### src/rtl/prog_mem_pkg.sv
// ---------------------------------------------------------------------------
// prog_mem_pkg
// Shared types and default sizes for the program memory / loader slice.
//   state_t     : loader FSM states (RUN, LOAD, DRAIN)
//   DEF_ADDR_W  : default CPU fetch address width
//   DEF_DATA_W  : default instruction / load bus / checksum width
//   DEPTH       : default memory depth in words
//   LAST_ADDR   : default highest word address
// ---------------------------------------------------------------------------
package prog_mem_pkg;

    localparam int DEF_ADDR_W = 4;
    localparam int DEF_DATA_W = 8;
    localparam int DEPTH      = 2 ** DEF_ADDR_W;
    localparam int LAST_ADDR  = DEPTH - 1;

    typedef enum logic [1:0] {
        RUN   = 2'd0,
        LOAD  = 2'd1,
        DRAIN = 2'd2
    } state_t;

endpackage

### src/rtl/prog_mem_loader_if.sv
// ---------------------------------------------------------------------------
// prog_mem_loader_if
// Bundles the CPU fetch port and the byte-wide program load port.
//   master : host/CPU side -- drives cpu_addr, load_start, ld_valid, ld_data
//   slave  : loader side   -- drives cpu_data, cpu_n_reset, ld_ready,
//            load_busy, load_done, load_sum
// ---------------------------------------------------------------------------
interface prog_mem_loader_if
    import prog_mem_pkg::*;
#(
    parameter int ADDR_W = DEF_ADDR_W,
    parameter int DATA_W = DEF_DATA_W
);

    logic [ADDR_W-1:0] cpu_addr;
    logic [DATA_W-1:0] cpu_data;
    logic              cpu_n_reset;
    logic              load_start;
    logic              ld_valid;
    logic [DATA_W-1:0] ld_data;
    logic              ld_ready;
    logic              load_busy;
    logic              load_done;
    logic [DATA_W-1:0] load_sum;

    modport master (
        output cpu_addr, load_start, ld_valid, ld_data,
        input  cpu_data, cpu_n_reset, ld_ready, load_busy, load_done, load_sum
    );

    modport slave (
        input  cpu_addr, load_start, ld_valid, ld_data,
        output cpu_data, cpu_n_reset, ld_ready, load_busy, load_done, load_sum
    );

endinterface

### src/rtl/prog_mem_array.sv
// ---------------------------------------------------------------------------
// prog_mem_array
// 2**ADDR_W x DATA_W register array: synchronous write, asynchronous read,
// synchronous clear while n_reset is low.
//   clk, n_reset : clock, synchronous active-low reset (clears all words)
//   we           : write enable, samples waddr/wdata at posedge
//   waddr, wdata : write address and data
//   raddr, rdata : combinational read port
// ---------------------------------------------------------------------------
module prog_mem_array
    import prog_mem_pkg::*;
#(
    parameter int ADDR_W = DEF_ADDR_W,
    parameter int DATA_W = DEF_DATA_W
) (
    input  logic              clk,
    input  logic              n_reset,
    input  logic              we,
    input  logic [ADDR_W-1:0] waddr,
    input  logic [DATA_W-1:0] wdata,
    input  logic [ADDR_W-1:0] raddr,
    output logic [DATA_W-1:0] rdata
);

    logic [DATA_W-1:0] mem [2**ADDR_W];

    always_ff @(posedge clk) begin
        if (!n_reset) begin
            mem <= '{default: '0};
        end else if (we) begin
            mem[waddr] <= wdata;
        end
    end

    assign rdata = mem[raddr];

endmodule

### src/rtl/prog_mem_loader.sv
// ---------------------------------------------------------------------------
// prog_mem_loader
// Instruction memory for the CPU core plus a sequential program loader.
// The CPU reads mem[cpu_addr] combinationally; a load writes words from
// address 0 upward and keeps the CPU in reset until one cycle after the
// final write, so the core restarts at address 0 on the new program.
//   clk, n_reset : clock, synchronous active-low reset
//   bus (slave)  : cpu_addr/cpu_data fetch port, registered cpu_n_reset,
//                  load_start request, ld_valid/ld_data/ld_ready load
//                  handshake, load_busy/load_done status, load_sum checksum
//
//   state | meaning
//   ------+-----------------------------------------------------------
//   RUN   | CPU running from memory, load port closed
//   LOAD  | CPU held in reset, accepting words at wptr
//   DRAIN | one settle cycle after the last write, CPU still in reset
// ---------------------------------------------------------------------------
module prog_mem_loader
    import prog_mem_pkg::*;
#(
    parameter int ADDR_W = DEF_ADDR_W,
    parameter int DATA_W = DEF_DATA_W
) (
    input logic              clk,
    input logic              n_reset,
    prog_mem_loader_if.slave bus
);

    localparam logic [ADDR_W-1:0] WPTR_LAST = ADDR_W'((2 ** ADDR_W) - 1);

    state_t            state_q, state_d;
    logic [ADDR_W-1:0] wptr_q, wptr_d;
    logic [DATA_W-1:0] sum_q, sum_d;
    logic              cpu_n_reset_q, cpu_n_reset_d;
    logic              done_q, done_d;
    logic              mem_we;

    always_ff @(posedge clk) begin
        if (!n_reset) begin
            state_q       <= RUN;
            wptr_q        <= '0;
            sum_q         <= '0;
            cpu_n_reset_q <= 1'b0;
            done_q        <= 1'b0;
        end else begin
            state_q       <= state_d;
            wptr_q        <= wptr_d;
            sum_q         <= sum_d;
            cpu_n_reset_q <= cpu_n_reset_d;
            done_q        <= done_d;
        end
    end

    always_comb begin
        state_d       = state_q;
        wptr_d        = wptr_q;
        sum_d         = sum_q;
        cpu_n_reset_d = 1'b1;
        done_d        = 1'b0;
        mem_we        = 1'b0;
        case (state_q)
            RUN: begin
                // ld_valid is deliberately ignored here, even alongside load_start
                if (bus.load_start) begin
                    state_d       = LOAD;
                    wptr_d        = '0;
                    sum_d         = '0;
                    cpu_n_reset_d = 1'b0;
                end
            end
            LOAD: begin
                cpu_n_reset_d = 1'b0;
                // ld_ready is constant high in LOAD, so ld_valid alone is a transfer
                if (bus.ld_valid) begin
                    mem_we = 1'b1;
                    wptr_d = wptr_q + 1'b1;
                    sum_d  = sum_q + bus.ld_data;
                    if (wptr_q == WPTR_LAST) begin
                        state_d = DRAIN;
                    end
                end
            end
            DRAIN: begin
                // cpu_n_reset_d stays at its default of 1: release on the way out
                state_d = RUN;
                done_d  = 1'b1;
            end
            default: begin
                state_d = RUN;
            end
        endcase
    end

    prog_mem_array #(
        .ADDR_W (ADDR_W),
        .DATA_W (DATA_W)
    ) u_array (
        .clk     (clk),
        .n_reset (n_reset),
        .we      (mem_we),
        .waddr   (wptr_q),
        .wdata   (bus.ld_data),
        .raddr   (bus.cpu_addr),
        .rdata   (bus.cpu_data)
    );

    assign bus.ld_ready    = (state_q == LOAD);
    assign bus.load_busy   = (state_q != RUN);
    assign bus.cpu_n_reset = cpu_n_reset_q;
    assign bus.load_done   = done_q;
    assign bus.load_sum    = sum_q;

endmodule

### src/flat_wrapper.sv
// flat-port wrapper written by rule: the top's interface ports become plain ports
module prog_mem_loader_flat import prog_mem_pkg::*;
#(
    parameter int ADDR_W = DEF_ADDR_W,
    parameter int DATA_W = DEF_DATA_W
)
  (clk, n_reset, bus_cpu_addr, bus_load_start, bus_ld_valid, bus_ld_data, bus_cpu_data, bus_cpu_n_reset, bus_ld_ready, bus_load_busy, bus_load_done, bus_load_sum);
  prog_mem_loader_if #(.ADDR_W(ADDR_W), .DATA_W(DATA_W)) bus_i ();
  input logic clk;
  input logic n_reset;
  input wire logic [$bits(bus_i.cpu_addr)-1:0] bus_cpu_addr;
  input wire logic [$bits(bus_i.load_start)-1:0] bus_load_start;
  input wire logic [$bits(bus_i.ld_valid)-1:0] bus_ld_valid;
  input wire logic [$bits(bus_i.ld_data)-1:0] bus_ld_data;
  output wire logic [$bits(bus_i.cpu_data)-1:0] bus_cpu_data;
  output wire logic [$bits(bus_i.cpu_n_reset)-1:0] bus_cpu_n_reset;
  output wire logic [$bits(bus_i.ld_ready)-1:0] bus_ld_ready;
  output wire logic [$bits(bus_i.load_busy)-1:0] bus_load_busy;
  output wire logic [$bits(bus_i.load_done)-1:0] bus_load_done;
  output wire logic [$bits(bus_i.load_sum)-1:0] bus_load_sum;
  assign bus_i.cpu_addr = bus_cpu_addr;
  assign bus_i.load_start = bus_load_start;
  assign bus_i.ld_valid = bus_ld_valid;
  assign bus_i.ld_data = bus_ld_data;
  assign bus_cpu_data = bus_i.cpu_data;
  assign bus_cpu_n_reset = bus_i.cpu_n_reset;
  assign bus_ld_ready = bus_i.ld_ready;
  assign bus_load_busy = bus_i.load_busy;
  assign bus_load_done = bus_i.load_done;
  assign bus_load_sum = bus_i.load_sum;
  prog_mem_loader #(.ADDR_W(ADDR_W), .DATA_W(DATA_W)) u_core (.clk(clk), .n_reset(n_reset), .bus(bus_i));
endmodule
### config.mk
export PLATFORM = sky130hd
export DESIGN_NAME = prog_mem_loader_flat
export DESIGN_NICKNAME = d
export VERILOG_FILES = /design/src/rtl/prog_mem_pkg.sv /design/src/rtl/prog_mem_loader_if.sv /design/src/rtl/prog_mem_array.sv /design/src/rtl/prog_mem_loader.sv /design/src/flat_wrapper.sv
export SDC_FILE = /design/constraint.sdc
export NUM_CORES = 1
export LEC_CHECK = 0
export ABC_CLOCK_PERIOD_IN_PS = 2050
export BUFFER_PORTS_ARGS = -buffer_cell sky130_fd_sc_hd__buf_2
export CORE_ASPECT_RATIO = 1.1
export CORE_MARGIN = 2
export CORE_UTILIZATION = 53
export DETAILED_ROUTE_END_ITERATION = 10
export PLACE_DENSITY = 0.7
export SYNTH_ARGS = -nofsm -noshare
export SYNTH_HDL_FRONTEND = slang
export SYNTH_HIERARCHICAL = 1
export SYNTH_SLANG_ARGS = --single-unit
### constraint.sdc
create_clock -name clk -period 2.05 [get_ports clk]
set_input_delay 0.41 -clock clk [delete_from_list [all_inputs] [get_ports clk]]
set_output_delay 0.41 -clock clk [all_outputs]
set_load 0.005 [all_outputs]
==> run metrics <==
power density over the cells=784 mW/mm2; Tightest Pin Transition=0.839 ns; largest net degree at the start of global routing=134; post-layout worst setup margin=-0.105 ns; kind of capture point of the worst setup path=output pin; violations in the final reports=setup timing; Post-Place Cells=around 950; share of final-layout standard cells stronger than drive strength 1=0.209; starting density of the core=0.539; number of clock buffers inserted by TritonCTS=17; die outline area=0.0149 mm2; post-route worst hold slack=0.214 ns; most common flop cell mapped by yosys=sky130_fd_sc_hd__dfxtp_1; IR drop worst, VDD=611 uV; category of the most critical setup path=reg -> out; number of global-route vias before repair=between 6000 and 7000; total wire length=20900 um; end-of-flow core utilization=0.606; Leakage Power=2.97 nW; summed instance area of the synthesized netlist=0.00741 mm2; fraction of synthesis flops using an asynchronous set or reset pin=0; antenna fix cells=0; number of synthesis warnings=6; I/O pins=36; Sinks on Clock Net=~140; GRT Total Usage=0.284; period utilisation layout=1.05; min cycle time layout=about 2.2 ns; share of the yosys chip area belonging to registers=0.389; root buf cell=sky130_fd_sc_hd__clkbuf_16; count of endpoints failing hold in the final timing report=0; max-capacitance violation count=0; area overhead of the layout relative to synthesis=12.4%; cell accounting for the most synthesized area=sky130_fd_sc_hd__dfxtp_1; fin nets=816; Clock Skew=0.00560 ns; antenna viol nets, final=0; final RePlAce weighted congestion=0.915; Worst EP required=1.64 ns; count of buffers inserted at the top-level ports=35; Chip Height=128 um; Final Max Slew Viols=0; Std-Cell Core Area=0.0137 mm2; share of the synthesized area in the top cell type=0.389; Startpoint Class=register; initial antenna violation count=0; Synth cell types=57; critical path peak fanout=2; maximum clock path buffer count=2; routed via count divided by cell count=6.49; outcome=complete, but fails checks; HPWL reported at the end of detailed placement=between 10000 and 15000 um; Achievable Freq=464 MHz; cell with the most instances after synthesis=sky130_fd_sc_hd__dfxtp_1; overall overflow remaining after global route=0; worst hold path class=in -> reg; RSZ-0062 raised after global routing=yes; total number of H-tree levels=4; average cell area after synthesis=9.39 um2; biggest area contributors in the synthesized netlist=sky130_fd_sc_hd__dfxtp_1 39%, sky130_fd_sc_hd__nand3_1 9.1%, sky130_fd_sc_hd__a21boi_0 8.2%; count of non-filler cells in the finished layout=992; Finish-stage setup viols=8; Via Count=6436; detailed-route wire length per cell=21.1 um; normalized max-slew margin=0.439; Reg2Reg Setup Slack=0.08 ns; wire length of the first global-routing pass=around 32000 um; CTS clock-pin slew for the worst setup and hold paths=~0.060 ns; Fill cells=1165; TritonCTS clock tree=built; clock latency on the worst-skew pair=0.42 ns; post-synthesis net count=814; cell count after synthesis=789; number of cell rows=45; number of DRC violations after detailed routing=0; signal arrival time at the worst endpoint=between 1.5 and 2 ns; number of enable-type register cells in the synthesized netlist=0; x dimension of the die=117 um; number of iterations in the first detailed-routing pass=5; starting DRC count in detailed routing=1127; leading cell types by count after synthesis=144 x sky130_fd_sc_hd__dfxtp_1, 135 x sky130_fd_sc_hd__nand3_1, 116 x sky130_fd_sc_hd__o21ai_0, 81 x sky130_fd_sc_hd__a21boi_0, 50 x sky130_fd_sc_hd__clkbuf_1; Yosys reg bits=144
path summary, 6_finish.rpt:
check                               from  cells past startpoint                endpoint
setup / recovery  u_core/u_array/mem[63]                      4         bus_cpu_data[7]
hold / removal            bus_load_start                      2        u_core/wptr_q[3]
setup reg to reg  u_core/bus.load_sum[0]                      7  u_core/bus.load_sum[6]
hold reg to reg   u_core/u_array/mem[22]                      2  u_core/u_array/mem[22]
cells in the final DEF, fill, tap and decap left out, types with 4 or more instances in the layout:
cell type	synthesis	routed
sky130_fd_sc_hd__a21boi_1	47	47
sky130_fd_sc_hd__a21oi_1	6	6
sky130_fd_sc_hd__nor2_1	13	12
sky130_fd_sc_hd__xor2_1	4	4
sky130_fd_sc_hd__a21boi_0	81	81
sky130_fd_sc_hd__clkinv_2	0	6
sky130_fd_sc_hd__dfxtp_1	144	135
sky130_fd_sc_hd__ha_1	8	8
sky130_fd_sc_hd__clkbuf_8	3	4
sky130_fd_sc_hd__mux4_1	13	7
sky130_fd_sc_hd__a22oi_1	19	12
sky130_fd_sc_hd__mux4_2	18	24
sky130_fd_sc_hd__buf_4	6	39
sky130_fd_sc_hd__buf_12	3	5
sky130_fd_sc_hd__o21ai_0	116	116
sky130_fd_sc_hd__nand2_1	15	15
sky130_fd_sc_hd__buf_2	18	33
sky130_fd_sc_hd__o21ai_1	21	21
sky130_fd_sc_hd__dfxtp_2	0	9
sky130_fd_sc_hd__and3b_1	4	4
sky130_fd_sc_hd__nand3_1	135	135
sky130_fd_sc_hd__clkbuf_16	0	17
sky130_fd_sc_hd__a22oi_2	0	7
critical path: stages, from the launching register on:
cell and delay, ns:
sky130_fd_sc_hd__dfxtp_2 0.31, sky130_fd_sc_hd__mux4_4 0.59, sky130_fd_sc_hd__a22oi_2 0.17, sky130_fd_sc_hd__nand2_1 0.10, sky130_fd_sc_hd__buf_2 0.14
cell families (layout without fill, tap and decap cells):
group | count (synthesis) | after routing | synth area share
fa+ha+maj | 9 | 9 | 0.0162
flops | 144 | 144 | 0.389
xor+xnor | 7 | 7 | 0.00828
simple gates | 195 | 195 | 0.143
buf+inv | 100 | 115 | 0.0802
mux | 34 | 34 | 0.107
compound gates | 300 | 300 | 0.256
timing repair:
item	in CTS	in global routing
cloned	1	0
hold buffers	0	0
pin swaps	4	9
resized for setup	13	22
setup buffers	5	0
endpoints found under the setup margin	8	11
sequential cells by signal (all words and copies together), names as in the netlist:
signal,count
u_core/bus.cpu_n_reset,1
u_core/bus.load_done,1
u_core/bus.load_sum,8
u_core/state_q,2
u_core/u_array/mem,128
u_core/wptr_q,4
stage by stage:
step           TNS (ns)  power, mW  worst slack [ns]  instance area (um2)
2_1_floorplan         0       3.24             0.207                 7410
3_3_place_gp     -0.836       3.33            -0.117                 7570
3_5_place_dp      -1.23       3.35            -0.178                 7570
4_1_cts          -0.651       6.55            -0.105                 8280
5_1_grt          -0.656       6.73            -0.148                 8320
6_report         -0.317       6.52            -0.105                 8320
cell type report:
class | count | area, um2 | area share
Multi-Input combinational cell | 545 | 3960 | 0.476
Inverter | 3 | 11.3 | 0.00135
Clock buffer | 21 | 480 | 0.0577
Clock inverter | 11 | 135 | 0.0162
Tap cell | 188 | 235 | 0.0283
Timing Repair Buffer | 80 | 608 | 0.0730
Sequential cell | 144 | 2890 | 0.348
report_power, final:
| part | internal, mW | switching [mW] |
|---|---|---|
| registers | 2.82 | 0.0191 |
| logic | 0.193 | 0.292 |
| clock network | 2.03 | 1.17 |
metal layers:
metal	share of wire	vias up	track usage
li1	-	2903	-
met1	0.41	3096	0.384
met2	0.48	383	0.453
met3	0.092	54	0.0610
met4	0.024	0	0.0955
met5	0	-	0
(Power assumes the default switching activity.)
